--- src/rtl/prod_sum_sched_pkg.sv ---
// Shared sizing helpers for the sum-of-products scheduler and its arbiter.
//   calc_id_w  : requester ID width for a given requester count
//   calc_lat   : datapath latency derived from its stage count
//   slice_lsb  : lsb of requester r's operand slice in a packed operand bus
package prod_sum_sched_pkg;

  // ID width; a single requester still gets one bit so vectors stay legal.
  function automatic int unsigned calc_id_w(input int unsigned n);
    return (n < 2) ? 1 : int'($clog2(n));
  endfunction

  // Result latency of a NUM_STAGES datapath: inputs register once per stage boundary.
  function automatic int unsigned calc_lat(input int unsigned stages);
    return stages - 1;
  endfunction

  // Requester r occupies elems*width bits starting at r*elems*width.
  function automatic int unsigned slice_lsb(input int unsigned r,
                                            input int unsigned elems,
                                            input int unsigned width);
    return r * elems * width;
  endfunction

endpackage

--- src/rtl/rr_arbiter.sv ---
// Pointer-based round-robin arbiter.
//   i_en       : permit a grant this cycle (0 forces an all-zero grant)
//   i_advance  : commit the grant, moving the pointer past the grantee
//   i_req      : request vector
//   o_gnt_c    : one-hot grant (combinational)
//   o_idx_c    : grant index (combinational)
//   o_any_c    : some request was granted (combinational)
module rr_arbiter
  import prod_sum_sched_pkg::*;
#(
  parameter int unsigned NUM_REQ = 4,
  parameter int unsigned ID_W    = calc_id_w(NUM_REQ)
) (
  input  logic               clk,
  input  logic               rst_n,
  input  logic               i_en,
  input  logic               i_advance,
  input  logic [NUM_REQ-1:0] i_req,
  output logic [NUM_REQ-1:0] o_gnt_c,
  output logic [ID_W-1:0]    o_idx_c,
  output logic               o_any_c
);

  logic [ID_W-1:0]    r_ptr;
  logic [ID_W-1:0]    w_cand;
  logic [NUM_REQ-1:0] w_gnt;
  logic [ID_W-1:0]    w_idx;
  logic               w_any;

  // Search ptr, ptr+1, ... mod NUM_REQ; first hit wins.
  always_comb begin
    w_gnt  = '0;
    w_idx  = '0;
    w_any  = 1'b0;
    w_cand = '0;
    for (int unsigned k = 0; k < NUM_REQ; k++) begin
      w_cand = ID_W'((32'(r_ptr) + k) % NUM_REQ);
      if (i_en && !w_any && i_req[w_cand]) begin
        w_any         = 1'b1;
        w_idx         = w_cand;
        w_gnt[w_cand] = 1'b1;
      end
    end
  end

  // Pointer moves one past the grantee; idle or blocked cycles leave it put.
  always_ff @(posedge clk or negedge rst_n) begin
    if (!rst_n) begin
      r_ptr <= '0;
    end else if (i_advance && w_any) begin
      r_ptr <= (32'(w_idx) == NUM_REQ - 1) ? '0 : w_idx + ID_W'(1);
    end
  end

  assign o_gnt_c = w_gnt;
  assign o_idx_c = w_idx;
  assign o_any_c = w_any;

endmodule

--- src/rtl/prod_sum_sched.sv ---
// Round-robin scheduler sharing one stallable pipelined sum-of-products
// datapath between NUM_REQ requesters.
//   req_valid/req_ready/req_tc/req_a/req_b : per-requester operand handshake
//   dp_en/dp_tc/dp_a/dp_b/dp_sum           : datapath control, operands, result
//   out_valid/out_ready/out_id/out_sum     : result handshake with owner ID
//   flush                                  : invalidate everything in flight
module prod_sum_sched
  import prod_sum_sched_pkg::*;
#(
  parameter int unsigned NUM_REQ    = 4,
  parameter int unsigned A_WIDTH    = 8,
  parameter int unsigned B_WIDTH    = 8,
  parameter int unsigned NUM_INPUTS = 2,
  parameter int unsigned SUM_WIDTH  = 18,
  parameter int unsigned NUM_STAGES = 3,
  parameter int unsigned ID_W       = calc_id_w(NUM_REQ)
) (
  input  logic                                  clk,
  input  logic                                  rst_n,
  input  logic                                  flush,
  input  logic [NUM_REQ-1:0]                    req_valid,
  output logic [NUM_REQ-1:0]                    req_ready,
  input  logic [NUM_REQ-1:0]                    req_tc,
  input  logic [NUM_REQ*NUM_INPUTS*A_WIDTH-1:0] req_a,
  input  logic [NUM_REQ*NUM_INPUTS*B_WIDTH-1:0] req_b,
  output logic                                  dp_en,
  output logic                                  dp_tc,
  output logic [NUM_INPUTS*A_WIDTH-1:0]         dp_a,
  output logic [NUM_INPUTS*B_WIDTH-1:0]         dp_b,
  input  logic [SUM_WIDTH-1:0]                  dp_sum,
  output logic                                  out_valid,
  input  logic                                  out_ready,
  output logic [ID_W-1:0]                       out_id,
  output logic [SUM_WIDTH-1:0]                  out_sum
);

  localparam int unsigned LAT  = calc_lat(NUM_STAGES);
  localparam int unsigned A_VW = NUM_INPUTS * A_WIDTH;
  localparam int unsigned B_VW = NUM_INPUTS * B_WIDTH;

  logic [LAT-1:0]           r_vld;
  logic [LAT-1:0][ID_W-1:0] r_id;

  logic               w_stall;
  logic               w_arb_en;
  logic [NUM_REQ-1:0] w_gnt;
  logic [ID_W-1:0]    w_idx;
  logic               w_any;
  logic [A_VW-1:0]    w_a_vec [NUM_REQ];
  logic [B_VW-1:0]    w_b_vec [NUM_REQ];

  // Unclaimed result at the tail blocks everything; a flush overrides it.
  assign w_stall  = r_vld[LAT-1] & ~out_ready & ~flush;
  assign dp_en    = ~w_stall;
  // Reset gating keeps req_ready low while rst_n is held.
  assign w_arb_en = rst_n & ~w_stall & ~flush;

  rr_arbiter #(
    .NUM_REQ (NUM_REQ),
    .ID_W    (ID_W)
  ) u_arb (
    .clk       (clk),
    .rst_n     (rst_n),
    .i_en      (w_arb_en),
    .i_advance (dp_en),
    .i_req     (req_valid),
    .o_gnt_c   (w_gnt),
    .o_idx_c   (w_idx),
    .o_any_c   (w_any)
  );

  assign req_ready = w_gnt;

  // Per-requester operand slices.
  for (genvar r = 0; r < NUM_REQ; r++) begin : g_slice
    assign w_a_vec[r] = req_a[slice_lsb(r, NUM_INPUTS, A_WIDTH) +: A_VW];
    assign w_b_vec[r] = req_b[slice_lsb(r, NUM_INPUTS, B_WIDTH) +: B_VW];
  end

  // Operand isolation: an idle slot feeds zeros into the datapath.
  assign dp_a  = w_any ? w_a_vec[w_idx] : '0;
  assign dp_b  = w_any ? w_b_vec[w_idx] : '0;
  assign dp_tc = w_any & req_tc[w_idx];

  // Valid/ID shadow of the datapath pipeline; id holds through a flush.
  always_ff @(posedge clk or negedge rst_n) begin
    if (!rst_n) begin
      r_vld <= '0;
      r_id  <= '0;
    end else if (flush) begin
      r_vld <= '0;
    end else if (!w_stall) begin
      r_vld[0] <= w_any;
      r_id[0]  <= w_idx;
      for (int unsigned k = 1; k < LAT; k++) begin
        r_vld[k] <= r_vld[k-1];
        r_id[k]  <= r_id[k-1];
      end
    end
  end

  assign out_valid = r_vld[LAT-1];
  assign out_id    = r_id[LAT-1];
  assign out_sum   = dp_sum;

endmodule

--- config.mk ---
export PLATFORM = sky130hd
export DESIGN_NAME = prod_sum_sched
export DESIGN_NICKNAME = d
export VERILOG_FILES = /design/src/rtl/prod_sum_sched_pkg.sv /design/src/rtl/rr_arbiter.sv /design/src/rtl/prod_sum_sched.sv
export SDC_FILE = /design/constraint.sdc
export NUM_CORES = 1
export LEC_CHECK = 0
export CAP_MARGIN = 20
export CORE_ASPECT_RATIO = 1.1
export CORE_MARGIN = 10
export CORE_UTILIZATION = 30
export CTS_CLUSTER_DIAMETER = 60
export DETAILED_ROUTE_END_ITERATION = 8
export PLACE_DENSITY_LB_ADDON = 0.12
export SYNTH_ARGS = -nofsm -noshare
export SYNTH_HDL_FRONTEND = slang
export SYNTH_HIERARCHICAL = 1
export SYNTH_SLANG_ARGS = --single-unit
--- constraint.sdc ---
create_clock -name clk -period 4.1 [get_ports clk]
set_input_delay 0.82 -clock clk [delete_from_list [all_inputs] [get_ports clk]]
set_output_delay 0.82 -clock clk [all_outputs]
set_load 0.01 [all_outputs]
==> flow_metrics.py <==
metrics = {
    "outcome": {
        "outcome": "finished clean",
    },
    "final_layout": {
        "nNetsFinal": 573,
        "fill_cells": 628,
        "drive_gt1_share_pct": 13.58,
        "final_cell_mix": "clkdlybuf4s50_1, mux2i_1, o22ai_1, buf_4, dlygate4sd2_1",
        "syn_to_final_growth_pct": 88.36,
        "final_common_cell": "clkdlybuf4s50_1",
        "final_area_um2": 3929,
        "diodes": 0,
        "fin_cells": 487,
    },
    "timing": {
        "holdWs_ns": 0.4804,
        "fin_crit_ns": 3.979,
        "hold_viol_final": 0,
        "clock.fmax_mhz": 251.3,
        "finalMaxSlewViolations": 0,
        "setup_viol": 0,
        "max_slew_margin_pct": 67.57,
        "rsz0062_at_grt": "false",
        "finalCritPeriodShare_pct": 97.05,
        "finalClockSkew_ns": 0.001018,
        "setup_slack_ns": 0.1211,
        "worst_pin_slew_ns": 0.4821,
    },
    "synthesis": {
        "ys_types": 46,
        "synth_seq_area_share_pct": 9.598,
        "syn_inst": 234,
        "ys_async_sr_fraction_pct": 100.0,
        "ys_warn_count": 6,
        "avgSynthCellArea_um2": 8.913,
        "synth_fa_ha_area_share_pct": 4.799,
        "ys.flop_type": "dfrtp_1",
        "synthXorXnorAreaFrac_pct": 1.200,
        "synth_compound_gate_area_share_pct": 20.64,
        "synthSimpleGateAreaFrac_pct": 7.019,
        "synth.area.mux_share_pct": 38.63,
        "ys_ff_latch": 8,
        "synth_edf_count": 0,
        "synth_top_family_by_area": "multiplexers",
        "netlist_area_um2": 2086,
        "synth_fp_nets": 400,
    },
    "place": {
        "gpl.final_weighted_congestion": 0.8617,
        "dp_cells": 483,
        "io_buffers": 180,
        "hpwl_um": 8994,
        "dpl_cell_area_um2": 3941,
        "preCtsSetupSlack_ns": -0.4446,
    },
    "power_and_ir_drop": {
        "total_power_uw": 1284,
        "vdd_drop_max_v": 0.0002989,
        "p_leak_uw": 0.001601,
        "powerDensity_nw_per_um2": 326.8,
    },
    "worst_setup_path": {
        "path_buf_inv": 3,
        "cp_cell_sequence": "dlygate4sd2_1, mux4_2, or4_1, and3_4, buf_12, mux2i_1, o22ai_1, dlygate4sd2_1",
        "max_stage_delay_ns": 0.53,
        "reg2reg_depth": 8,
        "cp.arrival_ns": 3.16,
        "worstReg2RegEnd": "u_arb/r_ptr[1]",
        "reg2reg_setup_slack_ns": 1.49,
        "cp.required_ns": 3.28,
        "path_max_fanout": 27,
        "slowest_stage": "or4_1",
        "cp_top_family": "buffers and inverters",
        "cp-startpoint": "req_valid[3]",
        "worstSetupPathType": "in -> out",
        "path_common_cell": "dlygate4sd2_1",
        "cp-start-kind": "primary input",
        "endpoint_kind": "output port",
    },
    "flow_run": {
        "cap_violations": 0,
    },
    "global_routing": {
        "grt_pass1_wl_um": 15580,
        "antenna_found_initial": 0,
        "grt_overflow_total": 0,
        "grt_pass1_vias": 2530,
        "grt_max_degree": 34,
        "grt_usage_pct": 18.10,
    },
    "clock_tree": {
        "clockRootBuffer": "clkbuf_8",
        "clk_pin_slew_ns": 0.04,
        "tritoncts": "yes",
        "cts_hold_buf": 0,
        "cts_buffers": 3,
        "htreeDepth": 1,
        "cts.sinks": 8,
        "worstSkewPairLatency_ns": 0.22,
        "cts_buffer_depth": 2,
    },
    "floorplanning": {
        "pin_count": 217,
        "fp.dieH_um": 107.5,
        "rows": 31,
        "die_w_um": 99.50,
        "initial_core_util_pct": 31.26,
        "core_area_um2": 6671,
        "dieArea_um2": 10690,
    },
    "routing": {
        "drt-wirelength-per-cell_um": 21.83,
        "via_per_inst": 5.115,
        "drt_iter0_drc": 78,
        "route.detailed.drc": 0,
        "vias": 2491,
        "wirelength_um": 10630,
        "drtPass1Iterations": 5,
        "drtAntennaViolNets": 0,
    },
    "worst_hold_path": {
        "min_from": "r_id[0]",
        "worstHoldPathType": "reg -> reg",
        "holdPathStages": 1,
        "hold_path_end": "out_id[0]",
    },
}
through the flow:
| stage | utilization, % | TNS, ns |
|---|---|---|
| after floorplan | - | 0 |
| after global placement | 59.08 | -11.57 |
| after detailed placement | 59.08 | -13.17 |
| after CTS | 59.26 | 0 |
| after global routing | 58.89 | 0 |
| final | 58.89 | 0 |
repair_timing:
item	4_1_cts	5_1_grt
gates resized for setup	43	20
hold endpoints to repair	0	0
endpoints found under the setup margin	33	17
setup buffers	1	0
kinds of logic (layout without fill, tap and decap cells):
family	after synthesis	count (layout)
multiplexers	77	77
AO/OA/AOI/OAI	59	59
buffers and inverters	54	225
AND/OR/NAND/NOR	26	26
adder cells (fa/ha/maj)	8	8
flip-flops	8	8
XOR/XNOR	2	2
report_power, final:
| group | switching (uW) | leakage, uW | internal (uW) |
|---|---|---|---|
| Clock | 29.6 | 0.0000216 | 63.5 |
| Sequential | 11.2 | 0.000106 | 101 |
| Combinational | 478 | 0.00147 | 602 |
| Total | 518 | 0.00160 | 766 |
how the worst max path moves through the flow:
stage | end | cells after the start
after floorplan | dp_a[0] | 12
after global placement | dp_b[2] | 8
after detailed placement | dp_a[10] | 8
after CTS | dp_a[15] | 8
after global routing | dp_a[0] | 12
final | dp_b[0] | 8
layout make-up:
cell class / count / area (um^2) / area share (%)
clock buffers: 3 / 41.29 / 1.051
repair buffers: 211 / 2032 / 51.72
inverters: 11 / 41.29 / 1.051
flip-flops and latches: 8 / 200.2 / 5.096
well taps: 82 / 102.6 / 2.611
multi-input cells: 172 / 1511 / 38.47
routing by layer:
metal / track usage [%] / vias to the layer above / share of wire [%]
met3: 4.367 / 8 / 7.3
li1: - / 1214 / -
met4: 2.254 / 0 / 0.64
met2: 32.87 / 119 / 51
met1: 21.42 / 1150 / 41
met5: 0 / - / 0
cells in the mapped netlist, types with 2 or more instances:
cell | number | area, um^2
mux2i_1 | 67 | 670.6
o22ai_1 | 33 | 206.5
buf_4 | 20 | 150.1
inv_1 | 11 | 41.29
nor2_1 | 9 | 33.78
dfrtp_1 | 8 | 200.2
ha_1 | 8 | 100.1
buf_2 | 7 | 35.03
clkbuf_1 | 7 | 26.28
a22o_1 | 5 | 43.79
mux2_2 | 5 | 56.30
a222oi_1 | 4 | 40.04
buf_12 | 4 | 80.08
nand2b_1 | 4 | 25.02
clkbuf_4 | 3 | 22.52
mux2_1 | 3 | 33.78
nand2_1 | 3 | 11.26
and2_1 | 2 | 12.51
buf_6 | 2 | 22.52
mux4_2 | 2 | 45.04
o21ai_0 | 2 | 10.01
Note: power is estimated with default switching activity, not from simulation.
